**src/rtl/whack_input_cond_if.sv**
```systemverilog
// Board-side signal bundle for the whack-a-mole input conditioner.
// The master drives the raw inputs and consumes the conditioned outputs; the slave is the conditioner.
interface whack_input_cond_if;
    logic       BtnC_raw;
    logic       BtnU_raw;
    logic       BtnL_raw;
    logic       BtnR_raw;
    logic       Ack_raw;
    logic [8:0] Sw_raw;

    logic       BtnC_p;
    logic       BtnU_p;
    logic       BtnL_p;
    logic       BtnR_p;
    logic       Ack_p;
    logic [8:0] Sw_lvl;
    logic       hit_valid;
    logic [3:0] hit_index;
    logic       hit_drop;
    logic       ready;

    modport master (
        output BtnC_raw, BtnU_raw, BtnL_raw, BtnR_raw, Ack_raw, Sw_raw,
        input  BtnC_p, BtnU_p, BtnL_p, BtnR_p, Ack_p, Sw_lvl,
        input  hit_valid, hit_index, hit_drop, ready
    );

    modport slave (
        input  BtnC_raw, BtnU_raw, BtnL_raw, BtnR_raw, Ack_raw, Sw_raw,
        output BtnC_p, BtnU_p, BtnL_p, BtnR_p, Ack_p, Sw_lvl,
        output hit_valid, hit_index, hit_drop, ready
    );
endinterface

```
**src/rtl/whack_input_cond.sv**
```systemverilog
// Synchronise/debounce buttons and mole switches; emit button pulses, switch levels and hit events.
// Channels 0..4 are BtnC, BtnU, BtnL, BtnR, Ack; channels 5..13 are Sw[0..8].
module whack_input_cond #(
    parameter int DEBOUNCE_CYCLES = 1000000,
    parameter int CNT_W           = 20
) (
    input  logic              Clk,
    input  logic              Reset,
    whack_input_cond_if.slave io
);
    localparam int NCH   = 14;
    localparam int NBTN  = 5;
    localparam int SET_W = $clog2(DEBOUNCE_CYCLES + 3);
    localparam logic [CNT_W-1:0] CNT_LAST    = CNT_W'(DEBOUNCE_CYCLES - 1);
    localparam logic [SET_W-1:0] SETTLE_LAST = SET_W'(DEBOUNCE_CYCLES + 2);

    typedef enum logic [0:0] {
        SETTLE = 1'b0,
        ARMED  = 1'b1
    } arm_state_e;

    logic [NCH-1:0]            raw_s;
    logic [NCH-1:0]            s1_q;
    logic [NCH-1:0]            s2_q;
    logic [NCH-1:0]            stable_q;
    logic [NCH-1:0]            stable_d;
    logic [NCH-1:0][CNT_W-1:0] cnt_q;
    logic [NCH-1:0][CNT_W-1:0] cnt_d;

    logic [NBTN-1:0] pulse_q;
    logic [NBTN-1:0] pulse_d;
    logic            hit_valid_q;
    logic            hit_valid_d;
    logic [3:0]      hit_index_q;
    logic [3:0]      hit_index_d;
    logic            hit_drop_q;
    logic            hit_drop_d;

    arm_state_e      state_q;
    logic [SET_W-1:0] settle_q;
    logic            ready_q;

    logic [NBTN-1:0] rise_s;
    logic [8:0]      tog_s;
    logic [3:0]      low_s;
    logic            multi_s;
    logic            armed_s;

    assign raw_s = {io.Sw_raw, io.Ack_raw, io.BtnR_raw, io.BtnL_raw, io.BtnU_raw, io.BtnC_raw};

    // Per-channel debounce: any reversion to the stable value discards the accumulated count
    always_comb begin
        stable_d = stable_q;
        cnt_d    = cnt_q;
        for (int i = 0; i < NCH; i++) begin
            if (s2_q[i] == stable_q[i]) begin
                cnt_d[i] = '0;
            end else if (cnt_q[i] == CNT_LAST) begin
                stable_d[i] = s2_q[i];
                cnt_d[i]    = '0;
            end else begin
                cnt_d[i] = cnt_q[i] + CNT_W'(1);
            end
        end
    end

    // Edge detection on the debounced values, gated until the settling window has passed
    always_comb begin
        armed_s = (state_q == ARMED);
        rise_s  = stable_d[NBTN-1:0] & ~stable_q[NBTN-1:0];
        tog_s   = stable_d[NCH-1:NBTN] ^ stable_q[NCH-1:NBTN];
        multi_s = |(tog_s & (tog_s - 9'd1));
        low_s   = 4'hF;
        for (int j = 8; j >= 0; j--) begin
            low_s = tog_s[j] ? 4'(j) : low_s;
        end
        pulse_d     = armed_s ? rise_s : {NBTN{1'b0}};
        hit_valid_d = armed_s && (tog_s != 9'd0);
        hit_drop_d  = armed_s && multi_s;
        if (armed_s && (tog_s != 9'd0)) begin
            hit_index_d = low_s;
        end else begin
            hit_index_d = hit_index_q;
        end
    end

    // Synchroniser, debounce state and registered event outputs
    always_ff @(posedge Clk or posedge Reset) begin
        if (Reset) begin
            s1_q        <= '0;
            s2_q        <= '0;
            stable_q    <= '0;
            cnt_q       <= '0;
            pulse_q     <= '0;
            hit_valid_q <= 1'b0;
            hit_index_q <= 4'hF;
            hit_drop_q  <= 1'b0;
        end else begin
            s1_q        <= raw_s;
            s2_q        <= s1_q;
            stable_q    <= stable_d;
            cnt_q       <= cnt_d;
            pulse_q     <= pulse_d;
            hit_valid_q <= hit_valid_d;
            hit_index_q <= hit_index_d;
            hit_drop_q  <= hit_drop_d;
        end
    end

    // Arming FSM: hold off events until inputs present at reset release have been absorbed
    always_ff @(posedge Clk or posedge Reset) begin
        if (Reset) begin
            state_q  <= SETTLE;
            settle_q <= '0;
            ready_q  <= 1'b0;
        end else begin
            case (state_q)
                SETTLE: begin
                    if (settle_q == SETTLE_LAST) begin
                        state_q <= ARMED;
                        ready_q <= 1'b1;
                    end else begin
                        settle_q <= settle_q + SET_W'(1);
                    end
                end
                ARMED: begin
                    state_q <= ARMED;
                    ready_q <= 1'b1;
                end
                default: begin
                    state_q  <= SETTLE;
                    settle_q <= '0;
                    ready_q  <= 1'b0;
                end
            endcase
        end
    end

    assign io.BtnC_p    = pulse_q[0];
    assign io.BtnU_p    = pulse_q[1];
    assign io.BtnL_p    = pulse_q[2];
    assign io.BtnR_p    = pulse_q[3];
    assign io.Ack_p     = pulse_q[4];
    assign io.Sw_lvl    = stable_q[NCH-1:NBTN];
    assign io.hit_valid = hit_valid_q;
    assign io.hit_index = hit_index_q;
    assign io.hit_drop  = hit_drop_q;
    assign io.ready     = ready_q;
endmodule

```
**src/flat_wrapper.sv**
```systemverilog
// flat-port wrapper written by rule: the top's interface ports become plain ports
module whack_input_cond_flat 
#(
    parameter int DEBOUNCE_CYCLES = 1000000,
    parameter int CNT_W           = 20
)
  (Clk, Reset, io_BtnC_raw, io_BtnU_raw, io_BtnL_raw, io_BtnR_raw, io_Ack_raw, io_Sw_raw, io_BtnC_p, io_BtnU_p, io_BtnL_p, io_BtnR_p, io_Ack_p, io_Sw_lvl, io_hit_valid, io_hit_index, io_hit_drop, io_ready);
  whack_input_cond_if io_i ();
  input  logic Clk;
  input  logic Reset;
  input wire logic [$bits(io_i.BtnC_raw)-1:0] io_BtnC_raw;
  input wire logic [$bits(io_i.BtnU_raw)-1:0] io_BtnU_raw;
  input wire logic [$bits(io_i.BtnL_raw)-1:0] io_BtnL_raw;
  input wire logic [$bits(io_i.BtnR_raw)-1:0] io_BtnR_raw;
  input wire logic [$bits(io_i.Ack_raw)-1:0] io_Ack_raw;
  input wire logic [$bits(io_i.Sw_raw)-1:0] io_Sw_raw;
  output wire logic [$bits(io_i.BtnC_p)-1:0] io_BtnC_p;
  output wire logic [$bits(io_i.BtnU_p)-1:0] io_BtnU_p;
  output wire logic [$bits(io_i.BtnL_p)-1:0] io_BtnL_p;
  output wire logic [$bits(io_i.BtnR_p)-1:0] io_BtnR_p;
  output wire logic [$bits(io_i.Ack_p)-1:0] io_Ack_p;
  output wire logic [$bits(io_i.Sw_lvl)-1:0] io_Sw_lvl;
  output wire logic [$bits(io_i.hit_valid)-1:0] io_hit_valid;
  output wire logic [$bits(io_i.hit_index)-1:0] io_hit_index;
  output wire logic [$bits(io_i.hit_drop)-1:0] io_hit_drop;
  output wire logic [$bits(io_i.ready)-1:0] io_ready;
  assign io_i.BtnC_raw = io_BtnC_raw;
  assign io_i.BtnU_raw = io_BtnU_raw;
  assign io_i.BtnL_raw = io_BtnL_raw;
  assign io_i.BtnR_raw = io_BtnR_raw;
  assign io_i.Ack_raw = io_Ack_raw;
  assign io_i.Sw_raw = io_Sw_raw;
  assign io_BtnC_p = io_i.BtnC_p;
  assign io_BtnU_p = io_i.BtnU_p;
  assign io_BtnL_p = io_i.BtnL_p;
  assign io_BtnR_p = io_i.BtnR_p;
  assign io_Ack_p = io_i.Ack_p;
  assign io_Sw_lvl = io_i.Sw_lvl;
  assign io_hit_valid = io_i.hit_valid;
  assign io_hit_index = io_i.hit_index;
  assign io_hit_drop = io_i.hit_drop;
  assign io_ready = io_i.ready;
  whack_input_cond #(.DEBOUNCE_CYCLES(DEBOUNCE_CYCLES), .CNT_W(CNT_W)) u_core (.Clk(Clk), .Reset(Reset), .io(io_i));
endmodule
```
**config.mk**
```make
export PLATFORM = sky130hd
export DESIGN_NAME = whack_input_cond_flat
export DESIGN_NICKNAME = d
export VERILOG_FILES = /design/src/rtl/whack_input_cond_if.sv /design/src/rtl/whack_input_cond.sv /design/src/flat_wrapper.sv
export SDC_FILE = /design/constraint.sdc
export NUM_CORES = 1
export LEC_CHECK = 0
export BUFFER_PORTS_ARGS = -buffer_cell sky130_fd_sc_hd__buf_2
export CORE_ASPECT_RATIO = 1.25
export CORE_MARGIN = 2
export CORE_UTILIZATION = 63
export CTS_CLUSTER_SIZE = 30
export DETAILED_ROUTE_END_ITERATION = 10
export HOLD_SLACK_MARGIN = 0.03
export PLACE_DENSITY = 0.84
export SLEW_MARGIN = 20
export SYNTH_ARGS = -nofsm -noshare
export SYNTH_HDL_FRONTEND = slang
export SYNTH_SLANG_ARGS = --single-unit
```
**constraint.sdc**
```tcl
create_clock -name Clk -period 16.8 [get_ports Clk]
set_input_delay 3.36 -clock Clk [delete_from_list [all_inputs] [get_ports Clk]]
set_output_delay 3.36 -clock Clk [all_outputs]
set_load 0.01 [all_outputs]
```
* Word level (Yosys, flattened, before mapping)
Index checks and enable logic that the tools add are counted.
Storage, ports and cells: bits in registers 355, input bits 16, output and inout port bits 21, logic and storage cells 151
Cells by class: add/subtract/negate cells 16, eq/ne operators 30, multiplexer cells 70, bitwise operators 6, reduce and logical (&&, ||, !) cells 5
Operators by type and width (number):
- 20-bit 2-to-1 mux | 28
- 20-bit by 1-bit adder with 20-bit output, second input constant | 15
- 20-bit == test, second input constant | 15
- 4-bit 2-to-1 mux | 8
- 1-bit 2-to-1 mux | 30
- 1-bit == test | 14
- 9-bit AND | 1
- 9-bit nonzero test | 1
- 9-bit OR reduction | 1
- 9-bit by 1-bit subtractor with 9-bit output, second input constant | 1
- 9-bit bitwise XOR | 1
- 5-bit AND | 1
- 5-bit 2-to-1 mux | 1
- 5-bit inverter | 1
- 1-bit one-hot mux with 2 select lines | 2
- 3-bit 2-to-1 mux | 1
- 1-bit logical AND | 2
- 2-bit by 1-bit inequality test with 1-bit output, second input constant | 1
- 1-bit inverter | 2
- 2-bit AND reduction | 1

* Longest topological paths before layout
Gate-level depths: netlist of the first run.
depth in word-level cells 13, gate-level depth with buffers 9, depth with buffers taken out 8

* Worst setup path before layout of the first run
OpenSTA, ideal clock, no wires.
path kind register to output, start point register u_core.stable_q[12], end point output port io_Sw_lvl[7], arrival time 0.541 ns, setup slack 12.899 ns, stages on the path, launching flop included 2, cell sequence dfrtp_1 > buf_4
RTL lines:
- start: declaration | line whack_input_cond.sv:25 | logic [NCH-1:0] stable_q;
- start signal: assignment | line whack_input_cond.sv:101 | stable_q <= stable_d;
- end: declaration | line flat_wrapper.sv:22 | output wire logic [$bits(io_i.Sw_lvl)-1:0] io_Sw_lvl;
No word-level cell between the ends.

==> metrics list, run 1 <==
* Via count of the routed design: 11,390
- TritonCTS Buffers: 35
- Once the clock tree was built, the resizer swapped 0 gates to a different size.
* Asr flop ratio synth: 100.0%
- CTS Buffer Depth: 3
- Cells fill 70.65% of the core in the end.
- Once layout is done, the placed cells without fillers occupy between 15,000 and 20,000 µm².
- The floorplan has 65 rows.
* #FFs+latches synth: approximately 360
- IR analysis of the VDD net gives a maximum drop of 0.00006577 V.
- Number of distinct library cells after synthesis: 53
* Max FO, Critical Path: roughly 130
- From synthesis to final layout, the design area changed by 9.583%.
- Worst Hold Class: reg -> reg
- Post-route DRC violation count: 0
- Most frequent cells after synthesis: 351 x sky130_fd_sc_hd__dfrtp_1, 328 x sky130_fd_sc_hd__nor2_1, 136 x sky130_fd_sc_hd__xnor2_1
- Met1 wire length: 13.48 mm
- On the final layout, the worst clock skew is 0.01358 ns.
- Library cell used as clock root buffer: sky130_fd_sc_hd__clkbuf_16
- Top-area cell type share of the netlist area: 53.69%
* Sequential share of the synthesized area: 54.33%
- Core Footprint: 25,370 µm²
- Timing would allow up to ~0.19 GHz.
* Count of endpoints failing setup in the final report: 0
* Count of mapped cells out of synthesis: between 1,500 and 2,000
- Fraction of final layout cells sized beyond drive strength 1: 7.578%
- Dividing the synthesized area by the synthesized cell count gives 10.17 µm².
- At the pin with the least slew margin, the transition time is 0.9725 ns.
- Placed inst area: 16,810 µm²
* Final routed wirelength across all metal layers: 30.43 mm
- Of all cell types, the one taking the most synthesized area is sky130_fd_sc_hd__dfrtp_1.
- Startpoint type of the worst setup path: input port
- Most repeated cell in the gate-level netlist after synthesis: sky130_fd_sc_hd__dfrtp_1
- Yosys mapped a number of flops with a built-in enable equal to 0.
- In this run the static leakage power is between 7 and 8 nW.
- Post-CTS Setup Inserts: 0
- Post-Syn Area: 16,360 µm²
* DPL Wire Length: about 20 mm
- The detailed router finished its first iteration with ~660 violations.
- Overall die height: 184.2 µm
- Antenna violations before repair: 0
* Die Area: 27,280 µm²
* NumNets Final: between 1,500 and 2,000
- Synthesized Nets: about 1,600
- Filler cell count: between 1,500 and 2,000
* Residual antenna-violating net count after detailed routing: 0
* Maximum number of pins on one net before global-route repair: 126
- Met3 routed WL: 986 µm
- At the worst endpoint, the arrival time is 5.82 ns.
- After layout, the minimum clock period comes to around 5.3 ns.
* Kind of end point of the critical path: asynchronous set/reset pin
- Global routing used 23.18% of the available tracks.
* Number of pins with negative max-slew slack in the final report: 0
- The number of global-route vias before repair is 11,610.
- TritonCTS built the clock tree.
- Power per unit of standard cell area: 94.21 nW/µm²
- H-tree lvl count: 2
- At the later pin of the worst-skew pair, clock insertion delay measures 0.51 ns.
- During placement, the flow inserted port buffers numbering 36.
* Number of clock sinks: approximately 360
- Number of vias per cell: between 5 and 6
* Overall die width: 148.1 µm
- Final antenna diode count: 0
* Setup repair after global routing missed its margin: no
* Number of hold buffers added after CTS: 0
- Max-cap violations in this run came to 0.
- 37 I/O pins were placed.
- Starting density of the core: between 60% and 70%
* Outcome: finished clean
- STA puts the critical path data required time at 17.30 ns.
- Yosys printed 0 warnings.
- The worst pin sits at a relative slew slack of a little over a third.
- The first global-routing pass estimated between 50 and 60 mm of wire.
- The routed design uses 15.32 mm of met2 wire.
- Post-Route Setup TNS: 0 ns
* Prevailing post-synth register cell: sky130_fd_sc_hd__dfrtp_1
- RD Place Congestion: slightly above 0.8
- WL per Instance: 15.13 µm
* Top metal layer carrying routed signals: met4
- The number of hold-slack violations in the final timing report is 0.
- Clk pin slew, worst setup/hold paths: 0.06 ns
* Post-route clock period utilization: between 30% and 40%
* Pre-antenna DRT Iters: 4
- Most area-consuming cells after synthesis: sky130_fd_sc_hd__dfrtp_1 54%, sky130_fd_sc_hd__nor2_1 7.5%, sky130_fd_sc_hd__xnor2_1 7.3%, sky130_fd_sc_hd__xor2_1 7.1%, sky130_fd_sc_hd__nand3_1 3.7%
* Remaining global-route overflow: 0
- Critical path start-end classification: in -> async
## registers in the layout, indices dropped and copies added, names as in the netlist
name,count
u_core.s2_q,14
u_core.stable_q,14
u_core.s1_q,14
u_core.cnt_q,280
u_core.io.hit_valid,1
u_core.armed_s,1
u_core.io.ready,1
u_core.io.hit_index,4
u_core.io.hit_drop,1
u_core.settle_q,20
u_core.pulse_q,5
## routing by layer
| metal | track usage [%] | vias to the layer above |
|---|---|---|
| li1 | - | 5514 |
| met1 | 30.44 | 5660 |
| met2 | 40.39 | 165 |
| met3 | 3.564 | 53 |
| met4 | 6.362 | 0 |
| met5 | 0 | - |
## placed cells by master, fill, tap and decap left out, drive strengths merged, types with 39 or more instances in the layout
cell    instances
dfrtp         351
nor2          329
xnor2         136
xor2          132
nand3         123
nand2         114
and3           69
nand4          54
clkbuf         48
buf            39
## logic make-up after synthesis
family	synth area share, %
compound gates	1.828
xor+xnor	14.35
fa+ha+maj	1.346
buf+inv	1.751
flops	54.33
mux	1.025
simple gates	25.37
## critical path: stages
cell	delay, ns
sky130_fd_sc_hd__buf_2	0.13
sky130_fd_sc_hd__inv_8	0.57
sky130_fd_sc_hd__buf_4	0.78
sky130_fd_sc_hd__buf_4	0.88
## through the flow
step | setup slack, ns | hold slack (ns) | std cells | power (mW)
final | 11.48 | 0.3467 | 2011 | 1.689
after floorplan | 3.598 | 0.3312 | 1609 | 0.9232
after detailed placement | 10.79 | 0.3356 | 1951 | 0.9374
after CTS | 11.32 | 0.3485 | 2011 | 1.705
after global routing | 10.95 | 0.3508 | 2011 | 1.750
after global placement | 10.82 | 0.3340 | 1951 | 0.9354
## final cells by class
type	count	area [µm²]	area share, %
tap	335	419.2	2.338
inverter	29	116.4	0.6491
sequential	355	8889	49.58
timing repair buffer	39	206.4	1.152
clock buffer	48	977.2	5.451
multi-input combinational	1193	7184	40.08
clock inverter	12	135.1	0.7538
## power breakdown
group	total, mW	switching, mW	internal, mW
registers	0.877	0.0103	0.867
logic	0.0439	0.0330	0.0108
clock network	0.768	0.315	0.453
## worst paths after layout
kind                                             start                  to  slack, ns  depth (start not counted)
worst max-delay path                             Reset      u_core.s1_q[1]      11.48                          4
worst min-delay path                    u_core.s1_q[8]      u_core.s2_q[8]       0.35                          0
worst max register to register       u_core.cnt_q[200]  u_core.io.hit_drop      13.81                          8
worst min register to register          u_core.s1_q[8]      u_core.s2_q[8]       0.35                          0
max in group Clk                u_core.io.hit_index[2]     io_hit_index[2]      12.26                          1
min in group asynchronous                        Reset   u_core.cnt_q[169]       3.03                          2
Note: power is estimated with default switching activity, not from simulation.
==> run 2, diff against run 1 <==
==> constraint.sdc (replaced) <==
create_clock -name Clk -period 5.45 [get_ports Clk]
set_input_delay 1.09 -clock Clk [delete_from_list [all_inputs] [get_ports Clk]]
set_output_delay 1.09 -clock Clk [all_outputs]
set_load 0.01 [all_outputs]
==> run 2 against run 1 <==
Combinational power grew to 3.1 times the previous value. Die area is the same. Sequential share of layout area is 0.34 points lower. First-iteration DRC count up 5.4%. Clock power rose to 3.3 times the previous value. Global-route usage rose by 0.52 points. Register-to-register slack got worse by 11 ns. Cell count increased by 0.25%. Wire length grew 1.6%. Critical endpoint is now u_core.io.hit_drop. Largest cell class unchanged. Highest routed layer unchanged.
==> metrics list, run 2 (synthesis results as in run 1) <==
- Outcome: finished clean
- The number of buffers inserted during clock tree synthesis was 36 (+2.9%).
- Number of global-route vias before repair: 11,810 (+1.7%)
- The number of max-capacitance violations reported came to 0 (unchanged).
- Crit path max-delay family: simple AND/OR/NAND/NOR gates
- Critical path's largest stage delay: 0.55 ns (-0.33 ns)
* Startpoint of the most critical hold path: u_core.s1_q[4]
- The first-pass GRT wire length came to 53.95 mm (+1.7%).
- Critical-path cell list: ha_1, nand3_1, or2_1, nor4_1, nand2b_1, or3_1, o21ai_0, o32ai_1
- Post-CTS Setup Inserts: 0 (unchanged)
* Number of vias per cell: 5.686 (+0.36%)
- Kind of end point of the critical path: flop
- H-tree lvl count: 2 (unchanged)
- Overall die height: 184.2 µm (unchanged)
* WL per Instance: 15.33 µm (+1.3%)
* Final critical-path required period: approximately 2.6 ns
* Post-route clock period utilization: 47.64%
- Final antenna diode count: 0 (unchanged)
- The tightest min-delay check is of the reg -> reg type.
- The detailed-route via count came to 11,460 (+0.61%).
- Slew at the pin with the worst max-slew slack: 0.7743 ns (-0.1983 ns)
* DPL Wire Length: 19.97 mm (+0.46%)
* Worst IR drop on VDD: 0.0002453 V (+270%)
- The overflow left after global routing is 0 (unchanged).
* Count of endpoints failing setup in the final report: 0 (unchanged)
- Power per unit of standard cell area: 295.9 nW/µm² (+210%)
- Core Footprint: 25,370 µm² (unchanged)
* Number of instances on the worst hold path: 0 (unchanged)
- Port bufs: 36 (unchanged)
- Area growth syn-to-layout: 10.33%
- The number of DRC violations after detailed-routing iteration 0 was 699 (+5.4%).
* NumNets Final: 1,687 (+0.12%)
* Post-route core utilization: 71.13% (+0.48 points)
- Placed inst area: 16,840 µm² (+0.17%)
- The largest registers in the layout are u_core.cnt_q: 280 flops, u_core.settle_q: 20 flops.
- The post-placement setup slack came to 2.919 ns (-7.869 ns).
* RD Place Congestion: 0.8403 (+3.0%)
- The overall fraction of global-route tracks in use is 23.70% (+0.52 points).
* F_max: 0.3851 GHz
* Number of ports placed on the die boundary: 37 (unchanged)
- Die Area: 27,280 µm² (unchanged)
- The number of instances resized during post-cts repair came to 0 (unchanged).
- The largest fanout on the critical path came to 5 (-96%).
- Endpoint with the worst hold slack: u_core.s2_q[4]
- The worst setup slack for register-to-register paths was 2.85 ns (-10.96 ns).
- The final antenna-violating net count was 0 (unchanged).
* Pre-antenna DRT Iters: 4 (unchanged)
- Setup repair after global routing left no endpoint under its margin.
- Min Hold Slack: 0.3467 ns (-0.000005000 ns)
- Required time of the worst setup path: 5.85 ns (-11.45 ns)
- Setup WS post-layout: 2.853 ns (-8.622 ns)
- The number of hold-slack violations in the final timing report is 0 (unchanged).
- Fraction of final layout cells sized beyond drive strength 1: 8.031% (+0.45 points)
- The buffering stage count on the worst path with inverters included was 0 (-4).
- TritonCTS built the clock tree.
* Max-slew headroom: 48.38% (+13 points)
- Path depth of the worst reg2reg path: 8 (unchanged)
* Clock skew after layout: 0.01874 ns (+0.005160 ns)
* Overall power of the completed layout: 5.340 mW (+220%)
- The startpoint identified for the worst register-to-register timing path is u_core.cnt_q[200].
- The horizontal die dimension was 148.1 µm (unchanged).
* Number of clock sinks: 355 (unchanged)
* Critical path data arrival time: 2.99 ns (-2.83 ns)
* Register ranked first by flip-flop count: u_core.cnt_q
* Leakage power of the design: 8.040 nW (+0.65%)
* Leading cell type in the layout, fill and taps excluded: sky130_fd_sc_hd__dfrtp_1
* Filler cell count: 1,793 (-0.17%)
- Number of hold buffers added after CTS: 0 (unchanged)
- The remaining design rule violation count came to 0 (unchanged).
- CTS Buffer Depth: 3 (unchanged)
- Slowest cell on the critical path: sky130_fd_sc_hd__nor4_1
* Final routed wirelength across all metal layers: 30.91 mm (+1.6%)
- Number of flip-flops under the largest register name: 280 (unchanged)
- Number of cell rows: 65 (unchanged)
- The cell area after layout was 18,050 µm² (+0.68%).
* Number of pins with negative max-slew slack in the final report: 0 (unchanged)
* Top library cells by usage in the layout, fill and taps aside: 351 x sky130_fd_sc_hd__dfrtp_1, 328 x sky130_fd_sc_hd__nor2_1, 136 x sky130_fd_sc_hd__xnor2_1, 132 x sky130_fd_sc_hd__xor2_1, 122 x sky130_fd_sc_hd__nand3_1
- Clk pin slew, worst setup/hold paths: 0.06 ns (about the same)
- Maximum number of pins on one net before global-route repair: 137 (+8.7%)
- Clock latency at the later pin of the worst-skew pair: 0.51 ns (about the same)
- Antenna violations before repair: 0 (unchanged)
- Worst R2R End: u_core.io.hit_drop
* Library cell used as clock root buffer: sky130_fd_sc_hd__clkbuf_16
- Starting density of the core: 64.47% (unchanged)
- The critical path is of the reg -> reg type.
* Startpoint type of the worst setup path: flop
run 2: how the worst max path moves through the flow:
stage,from,endpoint,depth (start not counted)
finish,u_core.cnt_q[200],u_core.io.hit_drop,8
global route,u_core.cnt_q[200],u_core.io.hit_drop,8
CTS,u_core.cnt_q[200],u_core.io.hit_drop,8
detailed placement,u_core.cnt_q[200],u_core.io.hit_drop,8
global placement,u_core.cnt_q[100],u_core.io.hit_drop,8
floorplan,Reset,u_core.armed_s,1
run 2: per-stage QoR:
step,cells,setup TNS [ns]
CTS,2016,0
global route,2016,0
detailed placement,1952,0
global placement,1952,0
floorplan,1609,-137.97
finish,2016,0
run 2: power by group:
part | leakage [nW] | internal, mW | switching, mW
clock network | 0.598 | 1.50 | 1.00
logic | 2.61 | 0.0354 | 0.101
registers | 4.83 | 2.67 | 0.0304
run 2: layout make-up:
class / count / area, µm² / share of cell area, %
clock buffers: 52 / 1062 / 5.885
clock inverters: 12 / 147.6 / 0.8180
inverters: 29 / 112.6 / 0.6239
multi-input cells: 1193 / 7184 / 39.80
flip-flops and latches: 355 / 8889 / 49.24
well taps: 335 / 419.2 / 2.322
repair buffers: 40 / 235.2 / 1.303
run 2: worst register-to-register path: cells and delay by family, from the launching register on:
family	cells	cell delay [ns]
DFF	1	0.38
adders and majority gates	1	0.20
AOI/OAI and AO/OA	2	0.49
and+or+nand+nor	5	1.43
run 2: per-layer routing:
metal	track usage, %	part of all wire [%]	up-vias
met1	29.84	42	5668
met2	42.20	52	210
met5	0	0	-
met4	7.505	2.6	0
met3	3.688	3.7	64
li1	-	-	5520
==> run 3, diff against run 2 <==
--- a/config.mk
+++ b/config.mk
@@ -5,14 +5,15 @@
 export SDC_FILE = /design/constraint.sdc
 export NUM_CORES = 1
 export LEC_CHECK = 0
+export ABC_AREA = 1
 export BUFFER_PORTS_ARGS = -buffer_cell sky130_fd_sc_hd__buf_2
 export CORE_ASPECT_RATIO = 1.25
 export CORE_MARGIN = 2
-export CORE_UTILIZATION = 63
+export CORE_UTILIZATION = 57
 export CTS_CLUSTER_SIZE = 30
 export DETAILED_ROUTE_END_ITERATION = 10
 export HOLD_SLACK_MARGIN = 0.03
-export PLACE_DENSITY = 0.84
+export PLACE_DENSITY = 0.8
 export SLEW_MARGIN = 20
 export SYNTH_ARGS = -nofsm -noshare
 export SYNTH_HDL_FRONTEND = slang
==> constraint.sdc (replaced) <==
create_clock -name Clk -period 2.2 [get_ports Clk]
set_input_delay 0.44 -clock Clk [delete_from_list [all_inputs] [get_ports Clk]]
set_output_delay 0.44 -clock Clk [all_outputs]
set_load 0.01 [all_outputs]
==> run 3 against run 2 <==
Via count up 16%. Worst hold slack worse by 0.0011 ns. Core utilization down 5.3 points. Largest cell class unchanged. Highest routed layer unchanged.
==> metrics list, run 3 <==
- The fraction of power spent switching nets came to 21.21% (about the same).
* FF-to-FF Start: u_core.cnt_q[140]
- Register ranked first by flip-flop count: u_core.cnt_q
* Cell type contributing the most total cell area after synthesis: sky130_fd_sc_hd__dfrtp_1
* Number of cell rows: 70 (+7.7%)
- Max-slew headroom: 65.29% (+17 points)
- The first-pass GRT wire length came to 58.95 mm (+9.3%).
- The total clock sinks was 355 (unchanged).
* Number of maximum-capacitance violations: 0 (unchanged)
- The maximum level of the CTS H-tree is 2 (unchanged).
- The detailed-route via count was 13,330 (+16%).
- CTS Buffer Depth: 3 (unchanged)
- Largest registers: u_core.cnt_q: 280 flops, u_core.settle_q: 20 flops
* F_max: 0.4948 GHz (+28%)
* Post-route core utilization: 65.86% (-5.3 points)
- Final routed wirelength across all metal layers: 33.94 mm (+9.8%)
- The delay contributed by the slowest stage of the critical path is 0.38 ns (-0.17 ns).
- Port bufs: 36 (unchanged)
- Most repeated cell in the gate-level netlist after synthesis: sky130_fd_sc_hd__dfrtp_1
- Power per unit of standard cell area: 720.8 nW/µm² (+140%)
- The number of cells after detailed placement is 2,404 (+23%).
* Most frequent cells after synthesis: 351 x sky130_fd_sc_hd__dfrtp_1, 307 x sky130_fd_sc_hd__nor2_1, 300 x sky130_fd_sc_hd__nand2_1
- The setup violation total in the final timing report came to 0 (unchanged).
* Setup repair after global routing missed its margin: no
- Critical path data arrival time: 2.42 ns (-0.57 ns)
- The critical path goes through ha_1, nand3_1, nor4_2, nand2_1, inv_1, nand2_1, nor3_1, a21oi_1, o21a_1.
* RD Place Congestion: 0.9054 (+7.7%)
- Tracing the worst setup path back leads to its startpoint at u_core.cnt_q[140].
* Setup WS post-layout: 0.1791 ns (-2.674 ns)
* Top library cells by usage in the layout, fill and taps aside: 351 x sky130_fd_sc_hd__dfrtp_1, 305 x sky130_fd_sc_hd__nor2_1, 300 x sky130_fd_sc_hd__nand2_1, 254 x sky130_fd_sc_hd__inv_1, 111 x sky130_fd_sc_hd__a21oi_1
- Critical path start-end classification: reg -> reg
* TritonCTS Buffers: 37 (+2.8%)
* Clock latency at the later pin of the worst-skew pair: 0.52 ns (about the same)
- Met1 Track Usage GR: 27.61% (-2.2 points)
- Overall die height: 197.3 µm (+7.1%)
* Clk pin slew, worst setup/hold paths: 0.06 ns (about the same)
- The pin count of the biggest net entering global routing is 98 (-28%).
- The synthesized cell area was 17,030 µm² (+4.1%).
* Library cell used as clock root buffer: sky130_fd_sc_hd__clkbuf_16
- The count of mapped cells out of synthesis was 1,970 (+22%).
- The full die area was 31,290 µm² (+15%).
- The number of global-route vias before repair was 13,520 (+14%).
- The power share of the sequential group came to 48.0% (-2.6 points).
* Number of flops mapped to enable cells by yosys: 0 (unchanged)
- The overall fraction of global-route tracks in use is 22.54% (-1.2 points).
* Post-route DRC violation count: 0 (unchanged)
- TritonCTS built the clock tree.
- The part of the Yosys area used for sequential elements is 52.18% (-2.2 points).
- The data required time at the worst endpoint was 2.60 ns (-3.25 ns).
- The largest fanout on the critical path was 4 (-1).
- Overall power of the completed layout: 13.93 mW (+160%)
- The actual slew at the worst max-slew pin is 0.5207 ns (-0.2536 ns).
- Most frequent CP cell: sky130_fd_sc_hd__nand2_1
- Overall die width: 158.6 µm (+7.1%)
* Startpoint type of the worst setup path: flop
* Busiest layer in global routing: met2
- The number of DRC violations after detailed-routing iteration 0 is 806 (+15%).
- The run finished with clean final reports.
* Final standard cell area without fillers: 19,320 µm² (+7.1%)
* Clock power frac: 48.7% (+1.8 points)
- For this run, the leading register cell type out of synthesis is sky130_fd_sc_hd__dfrtp_1.
- The worst hold slack across all endpoints came to 0.3456 ns (-0.001141 ns).
* Post-Route Setup TNS: 0 ns (unchanged)
- The reported net switching power came to 2.954 mW (+160%).
- Reg-to-reg slack, setup: 0.18 ns (-2.67 ns)
- Count of endpoints failing hold in the final timing report: 0 (unchanged)
* Share of total power in combinational logic: 3.3% (+0.7 points)
* #FFs+latches synth: 355 (unchanged)
- The initial antenna violation count came to 0 (unchanged).
- The post-synthesis area per instance is 8.647 µm² (-15%).
- The number of distinct library cells after synthesis came to 46 (-13%).
- The internal power consumption came to 10.97 mW (+160%).
* Pre-antenna DRT Iters: 5 (+1)
- Clock skew after layout: 0.01965 ns (+0.0009071 ns)
* Final critical-path required period: 2.021 ns (-0.5756 ns)
- The overflow left after global routing was 0 (unchanged).
* Number of vias per cell: 5.363 (-5.7%)
- The number of setup buffers added after CTS was 0 (unchanged).
- The tightest min-delay check is of the reg -> reg type.
* Fraction of final layout cells sized beyond drive strength 1: 10.48% (+2.4 points)
- Starting density of the core: 58.06% (-6.4 points)
- Non-filler instance count after layout: 2,486 (+23%)
- GR Layer Usage met3: 2.808% (-0.88 points)
- The peak supply drop is 0.0004746 V (+93%).
* Met2 track demand over resource: 40.85% (-1.4 points)
- Leakage power of the design: 8.974 nW (+12%)
- Top-area cell type share of the netlist area: 51.56% (-2.1 points)
- The cell area reported after detailed placement was 17,820 µm² (+5.8%).
- The count of boundary I/O pins was 37 (unchanged).
* Post-route clock period utilization: 91.86% (+44 points)
- Sorting the synthesized cells by area gives the leading types as sky130_fd_sc_hd__dfrtp_1 52%, sky130_fd_sc_hd__nor2_1 6.8%, sky130_fd_sc_hd__nand2_1 6.6%, sky130_fd_sc_hd__inv_1 5.6%, sky130_fd_sc_hd__xor2_1 4.0%.
- The count of antenna diodes in the layout came to 0 (unchanged).
- Pre-CTS setup slack: 0.1304 ns (-2.789 ns)
* Asr flop ratio synth: 100.0% (unchanged)
* Startpoint of the most critical hold path: u_core.s1_q[11]
- The number of warnings issued by yosys was 0 (unchanged).
- Area growth syn-to-layout: 13.45%
* Kind of end point of the critical path: flop
* Number of pins with negative max-slew slack in the final report: 0 (unchanged)
- DPL Wire Length: 23.48 mm (+18%)
- The net count after synthesis came to 2,002 (+22%).
- Core Footprint: 29,340 µm² (+16%)
* WL per Instance: 13.65 µm (-11%)
- The final antenna-violating net count came to 0 (unchanged).
- The library cell used most frequently in the layout, excluding fill and tap cells, is sky130_fd_sc_hd__dfrtp_1.
- On the critical path, the stage with the largest delay is an instance of sky130_fd_sc_hd__dfrtp_1.
- Number of flip-flops under the largest register name: 280 (unchanged)
- NumNets Final: 2,094 (+24%)
-- run 3: routing by layer --
layer  wire length, µm  up-vias
met5                 0        -
met4               935        0
met3              1008       75
met2             17590      233
met1             14410     6432
li1                  -     6592
-- run 3: area by class of cell --
cell class	count	area, µm²
Fill cell	2295	10020
Clock buffer	47	1046
Multi-Input combinational cell	1333	7053
Inverter	258	972.2
Timing Repair Buffer	77	575.6
Tap cell	396	495.5
Clock inverter	20	294.0
Sequential cell	355	8889
-- run 3: cells by family after synthesis --
group           after synthesis  share of synthesized area [%]
simple gates                951                          25.94
flops                       355                          52.18
buf+inv                     282                          6.501
compound gates              247                          7.970
xor+xnor                    111                          5.707
fa+ha+maj                    16                          1.175
mux                           8                         0.5289
-- run 3: what timing repair did --
action,CTS,global route
hold buffers,15,0
endpoints found under the hold margin,48,0
setup endpoints to repair,0,6
gates resized for setup,0,4
-- run 3: power groups by stage --
stage	clock (mW)	sequential [mW]	combinational, mW
3_3_place_gp	0	6.79	0.430
2_1_floorplan	0	6.79	0.307
5_1_grt	7.14	6.69	0.534
3_5_place_dp	0	6.80	0.447
4_1_cts	6.91	6.68	0.473
6_report	6.79	6.68	0.459
-- run 3: critical path, delay by kind of cell (launching register included) --
kind                     cells  cell delay [ns]
buffers and inverters        1             0.13
AND/OR/NAND/NOR              5             0.97
AO/OA/AOI/OAI                2             0.24
adder cells (fa/ha/maj)      1             0.20
flip-flops                   1             0.38
-- run 3: worst paths after layout --
check | to | depth (start not counted)
max | u_core.cnt_q[158] | 9
min | u_core.s2_q[11] | 0
max reg2reg | u_core.cnt_q[158] | 9
min reg2reg | u_core.s2_q[11] | 0
max in group asynchronous | u_core.io.ready | 5
min in group asynchronous | u_core.cnt_q[169] | 4
